<file path="config.mk">
export PLATFORM = sky130hd
export DESIGN_NAME = alu_seq_n_bits
export DESIGN_NICKNAME = d
export VERILOG_FILES = /design/src/rtl/alu_seq_n_bits.sv
export SDC_FILE = /design/constraint.sdc
export NUM_CORES = 1
export LEC_CHECK = 0
export ABC_AREA = 1
export CAP_MARGIN = 20
export CORE_MARGIN = 8
export CORE_UTILIZATION = 35
export CTS_CLUSTER_SIZE = 30
export DETAILED_ROUTE_END_ITERATION = 7
export PLACE_DENSITY = 0.61
export SLEW_MARGIN = 0
export SYNTH_ARGS = -nofsm -noshare
export SYNTH_HDL_FRONTEND = slang
export SYNTH_SLANG_ARGS = --single-unit
</file>
<file path="constraint.sdc">
create_clock -name clk -period 4.25 [get_ports clk]
set_input_delay 0.6375 -clock clk [delete_from_list [all_inputs] [get_ports clk]]
set_output_delay 0.6375 -clock clk [all_outputs]
set_load 0.01 [all_outputs]
</file>
<file path="src/rtl/alu_seq_n_bits.sv">
// Registered N-bit ALU with valid/ready handshake. Single-cycle ops finish at
// the accept edge; mul/div/mod iterate one bit per cycle.
module alu_seq_n_bits #(
  parameter int N = 8
) (
  input  logic         clk,
  input  logic         rst_n,
  input  logic         in_valid,
  output logic         in_ready,
  input  logic [N-1:0] a,
  input  logic [N-1:0] b,
  input  logic [3:0]   control,
  output logic         out_valid,
  input  logic         out_ready,
  output logic [N-1:0] result,
  output logic [N-1:0] result_hi,
  output logic         v,
  output logic         c,
  output logic         n,
  output logic         z,
  output logic         err
);

  localparam int CW = $clog2(N + 1);

  localparam logic [1:0] IDLE = 2'd0;
  localparam logic [1:0] ITER = 2'd1;
  localparam logic [1:0] DONE = 2'd2;

  localparam logic [3:0] OP_ADD = 4'd0;
  localparam logic [3:0] OP_SUB = 4'd1;
  localparam logic [3:0] OP_AND = 4'd2;
  localparam logic [3:0] OP_OR  = 4'd3;
  localparam logic [3:0] OP_XOR = 4'd4;
  localparam logic [3:0] OP_LSR = 4'd5;
  localparam logic [3:0] OP_LSL = 4'd6;
  localparam logic [3:0] OP_MOD = 4'd7;
  localparam logic [3:0] OP_MUL = 4'd8;
  localparam logic [3:0] OP_DIV = 4'd9;

  logic [1:0]    state;
  logic [3:0]    op_reg;
  logic [N-1:0]  b_reg;
  logic [N-1:0]  acc;
  logic [N-1:0]  q;
  logic [CW-1:0] cnt;

  logic [N-1:0] b_op;
  logic [N:0]   sum_ext;
  logic [N-1:0] s_res;
  logic         s_c;
  logic         s_v;
  logic         s_err;
  logic         is_sub;
  logic         long_op;

  logic [N:0]   mul_sum;
  logic [N:0]   div_trial;
  logic [N-1:0] acc_nxt;
  logic [N-1:0] q_nxt;

  assign in_ready  = (state == IDLE);
  assign out_valid = (state == DONE);

  // Single-cycle result, computed straight from the live inputs at accept.
  always_comb begin
    is_sub  = (control == OP_SUB);
    b_op    = is_sub ? ~b : b;
    sum_ext = {1'b0, a} + {1'b0, b_op} + {{N{1'b0}}, is_sub};
    s_res   = '0;
    s_c     = 1'b0;
    s_v     = 1'b0;
    s_err   = 1'b0;
    long_op = 1'b0;
    case (control)
      OP_ADD, OP_SUB: begin
        s_res = sum_ext[N-1:0];
        s_c   = sum_ext[N];
        s_v   = (a[N-1] == b_op[N-1]) && (sum_ext[N-1] != a[N-1]);
      end
      OP_AND: s_res = a & b;
      OP_OR:  s_res = a | b;
      OP_XOR: s_res = a ^ b;
      OP_LSR: s_res = a >> b;
      OP_LSL: s_res = a << b;
      OP_MUL: long_op = 1'b1;
      OP_DIV, OP_MOD: begin
        long_op = (b != '0);
        s_err   = (b == '0);
      end
      default: s_err = 1'b1;
    endcase
  end

  // One iteration step: shift-add multiply or restoring divide on {acc, q}.
  always_comb begin
    mul_sum   = {1'b0, acc} + {1'b0, (q[0] ? b_reg : {N{1'b0}})};
    div_trial = {acc, q[N-1]} - {1'b0, b_reg};
    if (op_reg == OP_MUL) begin
      acc_nxt = mul_sum[N:1];
      q_nxt   = {mul_sum[0], q[N-1:1]};
    end else if (!div_trial[N]) begin
      acc_nxt = div_trial[N-1:0];
      q_nxt   = {q[N-2:0], 1'b1};
    end else begin
      acc_nxt = {acc[N-2:0], q[N-1]};
      q_nxt   = {q[N-2:0], 1'b0};
    end
  end

  // The final step and the result write-back share the edge where cnt hits 0.
  always_ff @(posedge clk or negedge rst_n) begin
    if (!rst_n) begin
      state     <= IDLE;
      op_reg    <= '0;
      b_reg     <= '0;
      acc       <= '0;
      q         <= '0;
      cnt       <= '0;
      result    <= '0;
      result_hi <= '0;
      v         <= 1'b0;
      c         <= 1'b0;
      n         <= 1'b0;
      z         <= 1'b0;
      err       <= 1'b0;
    end else begin
      case (state)
        IDLE: begin
          if (in_valid) begin
            op_reg <= control;
            b_reg  <= b;
            if (long_op) begin
              state <= ITER;
              cnt   <= CW'(N);
              acc   <= '0;
              q     <= a;
            end else begin
              state     <= DONE;
              result    <= s_res;
              result_hi <= '0;
              c         <= s_c;
              v         <= s_v;
              n         <= s_res[N-1];
              z         <= (s_res == '0);
              err       <= s_err;
            end
          end
        end
        ITER: begin
          acc <= acc_nxt;
          q   <= q_nxt;
          cnt <= cnt - 1'b1;
          if (cnt == CW'(1)) begin
            state <= DONE;
            c     <= 1'b0;
            err   <= 1'b0;
            case (op_reg)
              OP_MUL: begin
                result    <= q_nxt;
                result_hi <= acc_nxt;
                n         <= acc_nxt[N-1];
                z         <= ({acc_nxt, q_nxt} == '0);
                v         <= (acc_nxt != '0);
              end
              OP_DIV: begin
                result    <= q_nxt;
                result_hi <= acc_nxt;
                n         <= q_nxt[N-1];
                z         <= (q_nxt == '0);
                v         <= 1'b0;
              end
              default: begin
                result    <= acc_nxt;
                result_hi <= q_nxt;
                n         <= acc_nxt[N-1];
                z         <= (acc_nxt == '0);
                v         <= 1'b0;
              end
            endcase
          end
        end
        DONE: if (out_ready) state <= IDLE;
        default: state <= IDLE;
      endcase
    end
  end

endmodule

</file>
==> flow_summary.json, run 1 <==
{
  "final_critical_path_time_including_i_o_delays_and_setup_ns": 3.27,
  "grt_usage": 0.171,
  "buffers_on_ports": 46,
  "cts_tree": "done",
  "timing.fmax_mhz": 306,
  "gp_congestion": 0.965,
  "syn_area_sq_um": 5360,
  "fillCellCount": 1639,
  "grt_start_max_net_pins": 56,
  "setup.worst_path.end_class": "register",
  "finalClockSkew_ns": 0.00531,
  "io_pins": 47,
  "peak_supply_drop_uv": 269,
  "period_share": 0.768,
  "clk_buf_depth": 2,
  "avgSynthCellArea_sq_um": 6.49,
  "reg2regPathDepth": 19,
  "synthMostInstantiatedCell": "sky130_fd_sc_hd__nand2_1",
  "design.die.area_sq_um": 19500,
  "synthTopCellsByArea": "sky130_fd_sc_hd__dfrtp_1 (26%), sky130_fd_sc_hd__nand2_1 (16%), sky130_fd_sc_hd__ha_1 (9.6%)",
  "critical_path_required_ns": 4.49,
  "finalHoldViolCount": 0,
  "insertedDiodeCount": 0,
  "finalNonFillerCells": 1055,
  "part_of_the_total_power_dissipated_in_combinational_logic": 0.640,
  "numCtsBuffers": 5,
  "totalWireLength_mm": 16.6,
  "seq_power_share": 0.236,
  "worst_slew_margin_relative_to_its_limit": 0.520,
  "minimum_setup_slack_among_reg_to_reg_paths_ns": 1.48,
  "cp_data_arrival_time_ns": 3.50,
  "fin_hold_ws_ns": 0.453,
  "worst-setup-path-type": "input pin to register",
  "internal_power_uw": 1930,
  "cts.root.buffer_cell": "sky130_fd_sc_hd__clkbuf_16",
  "synth_enable_flop_cells": 0,
  "core_box_area_sq_um": 15100,
  "num_rows": 45,
  "yosys_register_bits": 55,
  "globalRoute.totalOverflow": 0,
  "synth_flop_cell": "sky130_fd_sc_hd__dfrtp_1",
  "cts_post_setup_buffers_inserted": 0,
  "via_count": 5374,
  "layout-drive-gt1-share": 0.0761,
  "commonest_cells_in_the_netlist": "sky130_fd_sc_hd__nand2_1 (228), sky130_fd_sc_hd__inv_1 (110), sky130_fd_sc_hd__nand3_1 (79)",
  "antenna_found_initial": 0,
  "yosysUniqueCellTypes": 46,
  "synthDominantAreaCellType": "sky130_fd_sc_hd__dfrtp_1",
  "clock_sinks": 55,
  "worst-path-max-fanout": 8,
  "place_area_sq_um": 6020,
  "yosys_warnings": 0,
  "clk_pin_slew_ns": 0.07,
  "drt_iter0_markers": 458,
  "switchingPower_uw": 2050,
  "drt_drc_violations_left": 0,
  "worst-slew-pin-transition_ns": 0.720,
  "post-place-cells": 1047,
  "max-cap-violations": 0,
  "synth_fp_nets": 894,
  "yosysSeqAreaShare": 0.257,
  "timing.setup.tns_ns": 0,
  "netSwitchingFraction": 0.514,
  "area_growth_syn_to_layout_pct": 15.4,
  "timing.final.setup_violations": 0,
  "powerDensity_nw_per_um2": 643,
  "p_leak_uw": 0.00320,
  "post-route-worst-setup-slack_ns": 0.985,
  "initial_core_util": 0.355,
  "outcome": "finished, final reports clean",
  "die_w_um": 140,
  "first_global_vias": 5135,
  "final-max-slew-violation-count": 0,
  "detail_route.vias_per_cell": 5.09,
  "grt_setup_unrepaired": "no",
  "ys_async_sr_fraction": 1.00,
  "dp_slack_ns": 0.685,
  "insertion_delay_to_the_later_sink_of_the_worst_skew_pair_ns": 0.30,
  "wl_per_cell_um": 15.7,
  "cts_hold_repair.buffers": 0,
  "cts.htree.levels": 2,
  "setup.worst_path.start_class": "input pin",
  "nets": 934,
  "cts_repair_resize_count": 0,
  "critical_path.reg2reg.endpoint": "z",
  "grt_first_pass_wirelength_mm": 27.1,
  "place.detailed.hpwl_mm": 13.1,
  "synth_top_area_share": 0.257,
  "syn-instance-count": 826,
  "drt_pre_antenna_iters": 7,
  "chip_height_um": 140,
  "clock_power_share": 0.123,
  "regToRegStartpoint": "q[7]",
  "drt.antenna.violating_nets": 0,
  "finish.instance_area_sq_um": 6190,
  "min-delay-path-class": "input pin to asynchronous set/reset pin"
}
-- critical path, stage by stage --
cell and delay (ns):
sky130_fd_sc_hd__clkdlybuf4s50_1 0.58, sky130_fd_sc_hd__nor2_4 0.21, sky130_fd_sc_hd__nand2_1 0.25, sky130_fd_sc_hd__xor2_1 0.26, sky130_fd_sc_hd__fa_1 0.47, sky130_fd_sc_hd__xor2_1 0.18, sky130_fd_sc_hd__nand2_1 0.07, sky130_fd_sc_hd__inv_1 0.04
sky130_fd_sc_hd__nor2_1 0.10, sky130_fd_sc_hd__nand3_1 0.11, sky130_fd_sc_hd__nor2_1 0.12, sky130_fd_sc_hd__nand3_1 0.07, sky130_fd_sc_hd__nor2_1 0.10, sky130_fd_sc_hd__nand3_1 0.07, sky130_fd_sc_hd__nand2_1 0.06, sky130_fd_sc_hd__clkinv_1 0.07
sky130_fd_sc_hd__a21oi_2 0.10
-- power groups by stage --
| stage | logic [uW] | registers, uW | clock network (uW) |
|---|---|---|---|
| detailed placement | 2540 | 946 | 0 |
| CTS | 2550 | 939 | 498 |
| floorplan | 1780 | 909 | 0 |
| global route | 2860 | 967 | 518 |
| finish | 2550 | 941 | 491 |
| global placement | 2520 | 946 | 0 |
-- worst max path at each step --
stage | from | to | slack, ns
3_3_place_gp | control[1] | z | 0.74
6_report | control[1] | z | 0.98
5_1_grt | control[1] | z | 0.63
3_5_place_dp | control[1] | z | 0.69
4_1_cts | control[1] | z | 0.99
2_1_floorplan | control[1] | z | 1.46
-- through the flow --
stage | util | total power (uW)
6_report | 0.410 | 3980
5_1_grt | 0.410 | 4350
4_1_cts | 0.410 | 3990
3_5_place_dp | 0.399 | 3490
3_3_place_gp | 0.399 | 3470
2_1_floorplan | - | 2690
-- cell usage in the layout (no fill, tap or decap), types with 2 or more instances in the layout --
| cell | Yosys | routed |
|---|---|---|
| sky130_fd_sc_hd__a21oi_1 | 22 | 22 |
| sky130_fd_sc_hd__a21oi_2 | 4 | 4 |
| sky130_fd_sc_hd__a31oi_1 | 9 | 9 |
| sky130_fd_sc_hd__buf_4 | 1 | 12 |
| sky130_fd_sc_hd__clkbuf_16 | 0 | 5 |
| sky130_fd_sc_hd__clkdlybuf4s50_1 | 0 | 45 |
| sky130_fd_sc_hd__clkinv_1 | 4 | 4 |
| sky130_fd_sc_hd__dfrtp_1 | 55 | 55 |
| sky130_fd_sc_hd__fa_1 | 3 | 3 |
| sky130_fd_sc_hd__ha_1 | 41 | 41 |
| sky130_fd_sc_hd__inv_1 | 110 | 110 |
| sky130_fd_sc_hd__inv_2 | 11 | 11 |
| sky130_fd_sc_hd__nand2_1 | 228 | 228 |
| sky130_fd_sc_hd__nand2_2 | 8 | 8 |
| sky130_fd_sc_hd__nand2_4 | 4 | 4 |
| sky130_fd_sc_hd__nand3_1 | 79 | 79 |
| sky130_fd_sc_hd__nand3_4 | 2 | 2 |
| sky130_fd_sc_hd__nand3b_1 | 7 | 7 |
| sky130_fd_sc_hd__nand4_1 | 14 | 14 |
| sky130_fd_sc_hd__nor2_1 | 69 | 69 |
| sky130_fd_sc_hd__nor2_2 | 6 | 6 |
| sky130_fd_sc_hd__nor2_4 | 3 | 3 |
| sky130_fd_sc_hd__o211ai_1 | 14 | 14 |
| sky130_fd_sc_hd__o21ai_0 | 48 | 48 |
| sky130_fd_sc_hd__o21ai_1 | 17 | 17 |
| sky130_fd_sc_hd__o22ai_1 | 11 | 11 |
| sky130_fd_sc_hd__o31ai_1 | 2 | 2 |
| sky130_fd_sc_hd__or2_2 | 3 | 3 |
| sky130_fd_sc_hd__xnor2_1 | 3 | 3 |
| sky130_fd_sc_hd__xor2_1 | 11 | 11 |
-- per-layer routing --
metal  global-route usage  part of all wire
met5                    0                 0
met1                0.243              0.50
met4               0.0503             0.018
met3               0.0219             0.049
met2                0.264              0.44
-- area by class of cell --
class                           count  area (sq um)  share of cell area
Tap cell                          188           235              0.0380
Clock buffer                        6           129              0.0208
Timing Repair Buffer               58           546              0.0881
Inverter                          126           475              0.0768
Clock inverter                      2          38.8             0.00627
Sequential cell                    55          1380               0.222
Multi-Input combinational cell    620          3390               0.548
-- cells by family after synthesis --
| kind of cell | synth area share |
|---|---|
| simple gates | 0.354 |
| buf+inv | 0.111 |
| compound gates | 0.148 |
| flops | 0.257 |
| fa+ha+maj | 0.107 |
| xor+xnor | 0.0229 |
No activity file was read; power rests on OpenSTA's default activity.
==> inputs of run 2 (changes only) <==
clock period = 3.2 ns   (was 4.25 ns; I/O delays follow)
==> flow_summary.json, run 2 (synthesis gave the netlist of run 1 again) <==
{
  "first_global_vias": 5246,
  "wl_per_cell_um": 15.5,
  "drt_pre_antenna_iters": 5,
  "timing.final.setup_violations": 0,
  "clk_pin_slew_ns": 0.08,
  "nets": 953,
  "cpMaxStageDelayCell": "sky130_fd_sc_hd__clkdlybuf4s50_1",
  "design.die.area_sq_um": 19500,
  "cts.root.buffer_cell": "sky130_fd_sc_hd__clkbuf_16",
  "worst-setup-path-type": "input pin to register",
  "cts_hold_repair.buffers": 0,
  "insertedDiodeCount": 0,
  "buffers_on_ports": 46,
  "worst-slew-pin-transition_ns": 0.727,
  "finalClockSkew_ns": 0.00799,
  "most-common-layout-cells": "sky130_fd_sc_hd__nand2_1 (228), sky130_fd_sc_hd__inv_1 (110), sky130_fd_sc_hd__nand3_1 (79)",
  "initial_core_util": 0.355,
  "via_count": 5520,
  "total_power_uw": 5300,
  "outcome": "finished, final reports clean",
  "cts.htree.levels": 2,
  "p_leak_uw": 0.00330,
  "final_critical_path_time_including_i_o_delays_and_setup_ns": 2.89,
  "drt_drc_violations_left": 0,
  "dr.max_layer_used": "met4",
  "finalCoreUtilization": 0.420,
  "io_pins": 47,
  "wl_met2_mm": 7.39,
  "cp-startpoint": "control[0]",
  "final-max-slew-violation-count": 0,
  "cts_repair_resize_count": 0,
  "powerDensity_nw_per_um2": 836,
  "detail_route.vias_per_cell": 5.14,
  "mostFrequentLayoutCell": "sky130_fd_sc_hd__nand2_1",
  "globalRoute.totalOverflow": 0,
  "wire_length_on_met1_mm": 7.95,
  "clock_sinks": 55,
  "clk_buf_depth": 2,
  "numCtsBuffers": 5,
  "critical_path_required_ns": 3.42,
  "finalHoldViolCount": 0,
  "grt_usage": 0.170,
  "slowest_delay_ns": 0.49,
  "num_rows": 45,
  "area_growth_syn_to_layout_pct": 18.3,
  "cells_along_the_critical_path": "clkdlybuf4s50_1 -> inv_2 -> nor2_4 -> nand2_1 -> buf_4 -> xor2_1 -> ha_1 -> nand2_1 -> inv_1 -> nand4_1 -> o211ai_1 -> nand2_1 -> nand2_1 -> nor2_1 -> nor2_1 -> nand2_1 -> nor2_1 -> nand3_1 -> nand2_1 -> clkinv_1 -> a21oi_2",
  "antenna_found_initial": 0,
  "place.detailed.hpwl_mm": 13.3,
  "worst-path-max-fanout": 5,
  "grt_start_max_net_pins": 32,
  "routed-wl-met3_mm": 1.07,
  "totalWireLength_mm": 16.7,
  "die_w_um": 140,
  "grt_setup_unrepaired": "no",
  "max-cap-violations": 0,
  "regToRegStartpoint": "q[7]",
  "drt.antenna.violating_nets": 0,
  "grt_first_pass_wirelength_mm": 27.2,
  "core_box_area_sq_um": 15100,
  "layout-drive-gt1-share": 0.0971,
  "period_share": 0.904,
  "setup.worst_path.start_class": "input pin",
  "timing.fmax_mhz": 346,
  "cp_data_arrival_time_ns": 3.12,
  "critical_path.most_common_cell": "sky130_fd_sc_hd__nand2_1",
  "cts_tree": "done",
  "chip_height_um": 140,
  "peak_supply_drop_uv": 299,
  "drt_iter0_markers": 470,
  "worst_slew_margin_relative_to_its_limit": 0.515,
  "insertion_delay_to_the_later_sink_of_the_worst_skew_pair_ns": 0.30,
  "setup.worst_path.end_class": "register",
  "gp_congestion": 0.921,
  "min-delay-path-class": "input pin to asynchronous set/reset pin"
}
## run 2: changes by cell type in the layout (fill, tap and decap cells not counted)
cell and change:
sky130_fd_sc_hd__buf_4 +19, sky130_fd_sc_hd__clkbuf_1 -1, sky130_fd_sc_hd__clkbuf_8 +1
## run 2: final timing paths
check | endpoint | slack (ns) | depth (start not counted)
setup / recovery | z | 0.31 | 21
hold / removal | acc[6] | 0.23 | 1
setup reg to reg | z | 0.41 | 19
hold reg to reg | result_hi[4] | 0.48 | 2
max in group asynchronous | v | 2.15 | 2
min in group clk | result_hi[4] | 0.48 | 2
## run 2: layout make-up
class / count / area, sq um
Clock inverter: 2 / 38.8
Fill cell: 1623 / 8750
Timing Repair Buffer: 77 / 688
Sequential cell: 55 / 1380
Multi-Input combinational cell: 620 / 3390
Clock buffer: 6 / 139
Inverter: 126 / 475
Tap cell: 188 / 235
## run 2: power by group
| part | internal, uW | switching, uW |
|---|---|---|
| combinational | 1230 | 2170 |
| sequential | 987 | 254 |
| clock | 394 | 263 |
| total | 2610 | 2690 |
## run 2: per-layer routing
metal,vias to the layer above,track usage
li1,2796,-
met1,2513,0.235
met2,194,0.270
met3,17,0.0280
met4,0,0.0406
met5,-,0
## run 2: critical path, delay by kind of cell
| kind | cells | cell delay, ns |
|---|---|---|
| AO/OA/AOI/OAI | 2 | 0.22 |
| XOR/XNOR | 1 | 0.14 |
| adder cells (fa/ha/maj) | 1 | 0.35 |
| buffers and inverters | 5 | 0.89 |
| AND/OR/NAND/NOR | 12 | 1.03 |
## run 2: per-stage QoR
| step | setup slack (ns) | std cells | TNS, ns | cell area, sq um | hold slack, ns |
|---|---|---|---|---|---|
| final | 0.306 | 1074 | 0 | 6340 | 0.232 |
| after global routing | 0.00543 | 1074 | 0 | 6340 | 0.285 |
| after CTS | 0.271 | 1073 | 0 | 6330 | 0.250 |
| after detailed placement | -0.0343 | 1065 | -0.0343 | 6160 | 0.464 |
| after global placement | 0.0370 | 1065 | 0 | 6160 | 0.464 |
| after floorplan | 0.569 | 826 | 0 | 5360 | 0.184 |
## run 2: timing repair
item | in CTS | in global routing
setup endpoints to repair | 0 | 1
buffers inserted | 0 | 1
hold endpoints to repair | 0 | 0
